==> src/rtl/regfile_pkg.sv <==
// rtl/regfile_pkg.sv - shared constants and dump state encoding for the register file
package regfile_pkg;

    localparam int DEF_DATA_W = 32;
    localparam int DEF_ADDR_W = 5;
    localparam int DEF_NUM_RD = 2;

    typedef enum logic [1:0] {
        IDLE   = 2'd0,
        STREAM = 2'd1,
        DONE   = 2'd2
    } dump_state_e;

endpackage

==> src/rtl/regfile_dump_fsm.sv <==
// rtl/regfile_dump_fsm.sv - streams every register entry out one beat per accepted handshake
module regfile_dump_fsm
    import regfile_pkg::*;
#(
    parameter int DATA_W = DEF_DATA_W,
    parameter int ADDR_W = DEF_ADDR_W
) (
    input  logic              clock,
    input  logic              reset,
    input  logic              dump_start,
    input  logic              dump_ready,
    input  logic [DATA_W-1:0] load_data,
    output logic [ADDR_W-1:0] load_index,
    output logic              dump_valid,
    output logic [ADDR_W-1:0] dump_index,
    output logic [DATA_W-1:0] dump_data,
    output logic              dump_busy,
    output logic              dump_done
);

    localparam logic [ADDR_W-1:0] LAST_INDEX = {ADDR_W{1'b1}};

    dump_state_e       state, state_next;
    logic [ADDR_W-1:0] index, index_next;
    logic [DATA_W-1:0] data, data_next;

    // Kept apart from the next-state logic: load_data is looked up from load_index.
    assign load_index = (state == STREAM) ? index + 1'b1 : '0;

    always_ff @(posedge clock) begin
        if (reset) begin
            state <= IDLE;
            index <= '0;
            data  <= '0;
        end else begin
            state <= state_next;
            index <= index_next;
            data  <= data_next;
        end
    end

    always_comb begin
        state_next = state;
        index_next = index;
        data_next  = data;
        case (state)
            IDLE: begin
                if (dump_start) begin
                    state_next = STREAM;
                    index_next = '0;
                    data_next  = load_data;
                end
            end
            STREAM: begin
                if (dump_ready) begin
                    if (index == LAST_INDEX) begin
                        state_next = DONE;
                    end else begin
                        index_next = load_index;
                        data_next  = load_data;
                    end
                end
            end
            DONE:    state_next = IDLE;
            default: state_next = IDLE;
        endcase
    end

    assign dump_valid = (state == STREAM);
    assign dump_busy  = (state != IDLE);
    assign dump_done  = (state == DONE);
    assign dump_index = index;
    assign dump_data  = data;

endmodule

==> src/rtl/register_file_mp.sv <==
// rtl/register_file_mp.sv - multi-port register file with write bypass and debug dump stream
module register_file_mp
    import regfile_pkg::*;
#(
    parameter int DATA_W   = DEF_DATA_W,
    parameter int ADDR_W   = DEF_ADDR_W,
    parameter int NUM_RD   = DEF_NUM_RD,
    parameter bit ZERO_REG = 1'b1,
    parameter bit BYPASS   = 1'b1
) (
    input  logic                     Clock,
    input  logic                     Reset,
    input  logic [NUM_RD*ADDR_W-1:0] ReadRegister,
    output logic [NUM_RD*DATA_W-1:0] ReadData,
    input  logic                     RegWrite,
    input  logic [ADDR_W-1:0]        WriteRegister,
    input  logic [DATA_W-1:0]        WriteData,
    input  logic                     DumpStart,
    input  logic                     DumpReady,
    output logic                     DumpValid,
    output logic [ADDR_W-1:0]        DumpIndex,
    output logic [DATA_W-1:0]        DumpData,
    output logic                     DumpBusy,
    output logic                     DumpDone
);

    localparam int DEPTH = 1 << ADDR_W;

    logic [DATA_W-1:0] regs [DEPTH];
    logic              write_en;
    logic [ADDR_W-1:0] dump_load_index;
    logic [DATA_W-1:0] dump_load_data;

    assign write_en = RegWrite && !(ZERO_REG && (WriteRegister == '0));

    // Value an index holds as seen this cycle; fwd selects same-cycle write forwarding.
    function automatic logic [DATA_W-1:0] entry_value(input logic [ADDR_W-1:0] idx,
                                                      input logic fwd);
        if (ZERO_REG && (idx == '0))
            return '0;
        if (fwd && RegWrite && (idx == WriteRegister))
            return WriteData;
        return regs[idx];
    endfunction

    always_ff @(posedge Clock) begin
        if (Reset) begin
            for (int i = 0; i < DEPTH; i++)
                regs[i] <= '0;
        end else if (write_en) begin
            regs[WriteRegister] <= WriteData;
        end
    end

    always_comb begin
        ReadData = '0;
        for (int k = 0; k < NUM_RD; k++)
            ReadData[k*DATA_W +: DATA_W] = entry_value(ReadRegister[k*ADDR_W +: ADDR_W], BYPASS);
    end

    // Dump beats always see a same-cycle write, independent of the read-port bypass setting.
    assign dump_load_data = entry_value(dump_load_index, 1'b1);

    regfile_dump_fsm #(
        .DATA_W (DATA_W),
        .ADDR_W (ADDR_W)
    ) u_dump_fsm (
        .clock      (Clock),
        .reset      (Reset),
        .dump_start (DumpStart),
        .dump_ready (DumpReady),
        .load_data  (dump_load_data),
        .load_index (dump_load_index),
        .dump_valid (DumpValid),
        .dump_index (DumpIndex),
        .dump_data  (DumpData),
        .dump_busy  (DumpBusy),
        .dump_done  (DumpDone)
    );

endmodule

==> config.mk <==
export PLATFORM = sky130hd
export DESIGN_NAME = register_file_mp
export DESIGN_NICKNAME = d
export VERILOG_FILES = /design/src/rtl/regfile_pkg.sv /design/src/rtl/regfile_dump_fsm.sv /design/src/rtl/register_file_mp.sv
export SDC_FILE = /design/constraint.sdc
export NUM_CORES = 2
export LEC_CHECK = 0
export CAP_MARGIN = 0
export CORE_MARGIN = 1.5
export CORE_UTILIZATION = 40
export DETAILED_ROUTE_END_ITERATION = 8
export GPL_ROUTABILITY_DRIVEN = 0
export HOLD_SLACK_MARGIN = 0.06
export PLACE_DENSITY_LB_ADDON = 0.1
export SLEW_MARGIN = 20
export SYNTH_ARGS = -nofsm -noshare
export SYNTH_HDL_FRONTEND = slang
export SYNTH_SLANG_ARGS = --single-unit
==> constraint.sdc <==
create_clock -name Clock -period 7.2 [get_ports Clock]
set_input_delay 1.44 -clock Clock [delete_from_list [all_inputs] [get_ports Clock]]
set_output_delay 1.44 -clock Clock [all_outputs]
set_load 0.02 [all_outputs]
==> results.sh <==
export IMPL_use_met3=0.1144
export IMPL_die_w_um=409.4
export IMPL_startpoint="WriteRegister[3]"
export IMPL_cts_tree="yes"
export IMPL_crit_required_ns=5.76
export IMPL_synth_edf_count=1024
export IMPL_drt_initial_drc_count=8903
export IMPL_cp_slowest_cell="clkdlybuf4s50_1"
export IMPL_cp_start_kind="input pin"
export IMPL_gr_total_overflow=0
export IMPL_grt_max_degree=85
export IMPL_max_stage_delay_ns=0.71
export IMPL_grt_util_met2=0.5232
export IMPL_total_power_mw=17.21
export IMPL_layout_min_cycle_time_ns=6.592
export IMPL_finalHoldViolCount=0
export IMPL_end_kind="output port"
export IMPL_port_buffers=155
export IMPL_post_cts_buffers=0
export IMPL_p_per_area_nw_per_um2=229.8
export IMPL_htreeDepth=4
export IMPL_antenna_left=0
export IMPL_regToRegSetupSlack_ns=2.08
export IMPL_power_frac_clock=0.401
export IMPL_worstReg2RegStart="u_dump_fsm.dump_index[0]$_SDFFE_PP0P_"
export IMPL_area_delta_synth_final_pct=13.32
export IMPL_start_util=0.4046
export IMPL_layout_nets=4984
export IMPL_final_cells=7248
export IMPL_rsz0062_at_grt="no"
export IMPL_synth_area_um2=66080
export IMPL_post_drt_wl_per_cell_um=42.64
export IMPL_drt_pass1_iter_count=6
export IMPL_ys_async_sr_fraction=0
export IMPL_crit_type="in -> out"
export IMPL_clock_sinks=1063
export IMPL_grt_pass1_vias=47703
export IMPL_top_usage_layer="met2"
export IMPL_worst_slew_pin_slew_ns=1.264
export IMPL_seq_area_frac_synth=0.4772
export IMPL_synth_most_common_cell="edfxtp_1"
export IMPL_crit_buf_inv=3
export IMPL_whs_ns=0.4569
export IMPL_cpLargestDelayFamily="buffers and inverters"
export IMPL_maxCapViolations=0
export IMPL_worst_path_most_repeated_cell="clkdlybuf4s50_1"
export IMPL_synth_cell_type_count=78
export IMPL_p_int_mw=12.38
export IMPL_drv_slew=0
export IMPL_drive_gt1_frac=0.2311
export IMPL_cts_buffers=131
export IMPL_rows=148
export IMPL_ys_top_cells_by_area="edfxtp_1 47%, mux4_2 22%, and2_1 9.4%"
export IMPL_cp_cell_sequence="clkdlybuf4s50_1 > xor2_1 > nor4_1 > nand3_4 > buf_12 > a211oi_1 > clkdlybuf4s50_1"
export IMPL_ctsResizeCount=0
export IMPL_grt_use_total=0.3636
export IMPL_setup_viol=0
export IMPL_outcome="complete, no violations"
export IMPL_synth_top_area_share=0.4654
export IMPL_core_area_um2=163300
export IMPL_p_seq_frac=0.430
export IMPL_crit_arrival_ns=5.15
export IMPL_top_level_ports=156
export IMPL_use_met1=0.4992
export IMPL_leakage_nw=24.97
export IMPL_route_detailed_drc=0
export IMPL_clk_pin_slew_worst_paths_ns=0.06
export IMPL_combinationalPowerShare=0.168
export IMPL_post_synth_most_frequent_cells="1,024 x edfxtp_1, 997 x and2_1, 643 x mux4_2"
export IMPL_die_area_um2=167600
export IMPL_switchingPower_mw=4.832
export IMPL_min_from="u_dump_fsm.dump_data[7]$_SDFFE_PP0P_"
export IMPL_skew_ns=0.03029
export IMPL_yosys_area_top_type="edfxtp_1"
export IMPL_irDropWorstVdd_v=0.0001951
export IMPL_fmax_ghz=0.1517
export IMPL_root_buffer="clkbuf_16"
export IMPL_clk_latency_ns=0.81
export IMPL_fp_dieH_um=409.4
export IMPL_fin_crit_sh=0.9155
export IMPL_num_vias=50702
export IMPL_cp_max_fo=33
export IMPL_clock_path_buffers=3
export IMPL_synthFlopType="edfxtp_1"
export IMPL_syn_inst=4972
export IMPL_sw_frac_of_total=0.2808
export IMPL_dp_final_hpwl_um=165300
export IMPL_final_util=0.4584
export IMPL_ctsHoldBuffers=0
export IMPL_avgViaCountPerCell=6.995
export IMPL_slew_headroom=0.1575
export IMPL_wl_um=309100
export IMPL_grt_pass1_wl_um=414100
export IMPL_dp_cells=6968
export IMPL_setup_tns_ns=0
export IMPL_synth_avg_cell_area_um2=13.29
export IMPL_yosys_warnings=0
export IMPL_hold_path_class="reg -> reg"
export IMPL_grt_antenna_before_repair=36
export IMPL_synth_seq_cells=1063
==> metrics by stage <==
stage / cell area (um2) / setup slack, ns
floorplan: 66190 / 2.285
global placement: 70380 / 0.7329
detailed placement: 70370 / 0.7571
CTS: 74730 / 0.7263
global route: 74800 / 0.6006
finish: 74880 / 0.6084
==> path summary, 6_finish.rpt <==
kind                                                              end  cells past startpoint
worst min-delay path             u_dump_fsm.dump_data[7]$_SDFFE_PP0P_                      2
worst max-delay path                                      ReadData[2]                      7
worst min register to register   u_dump_fsm.dump_data[7]$_SDFFE_PP0P_                      2
worst max register to register  u_dump_fsm.dump_data[16]$_SDFFE_PP0P_                     14
==> tightest hold or removal path: cells and delay by family, from the launching register on <==
| family | cells | cell delay (ns) |
|---|---|---|
| DFF | 1 | 0.31 |
| and+or+nand+nor | 1 | 0.05 |
| AOI/OAI and AO/OA | 1 | 0.05 |
==> cell type report <==
class	count	area, um2
timing repair buffer	350	3441
fill	14504	88450
clock inverter	63	729.5
sequential	1063	31530
tap	2175	2721
clock buffer	177	3625
inverter	5	25.02
antenna	36	90.09
multi-input combinational	3379	32710
==> power groups by stage <==
stage	Clock [mW]	Sequential [mW]	Combinational, mW
finish	6.91	7.41	2.90
detailed placement	0	7.52	2.82
global route	7.12	7.44	2.96
CTS	6.91	7.39	2.83
floorplan	0	7.41	1.73
global placement	0	7.51	2.82
==> cells by family after synthesis <==
group                      count (synthesis)  synth area share
muxes                                    993            0.2725
xor gates and xnor gates                  16          0.002348
and+or+nand+nor                         1590            0.1362
AOI/OAI and AO/OA                        746           0.07485
other                                      1        0.00005675
buffers and inverters                    561           0.03643
adders and majority gates                  2         0.0003787
DFF                                     1063            0.4772
==> registers in the layout, summed over array words and instances, names as in the netlist <==
| signal | flops |
|---|---|
| regs | 1024 |
| u_dump_fsm.dump_data | 32 |
| u_dump_fsm.dump_index | 5 |
| u_dump_fsm.state | 2 |
==> metal layers <==
metal	part of all wire	up-vias
met4	0.046	10
met2	0.44	4381
li1	-	19275
met3	0.14	735
met5	0.00040	-
met1	0.38	26301
==> placed cells by master (no fill, tap or decap), drive strengths merged, types with 9 or more instances in the layout <==
cell type	count
o22ai	97
clkbuf	177
buf	212
xor2	9
edfxtp	1024
mux2	19
a211oi	147
nand2	211
clkdlybuf4s50	138
a21oi	176
bufinv	14
o221ai	16
o211ai	18
and2	999
a31oi	22
mux4	643
diode	36
mux2i	331
dfxtp	39
o21ai	97
clkinv	35
a32oi	9
inv	14
nor2	150
conb	32
nand3	38
a211o	10
and3	9
a221oi	44
nor2b	46
a22oi	44
or2	34
nand2b	40
nor3	31
or3	12
No activity file was read; power rests on OpenSTA's default activity.
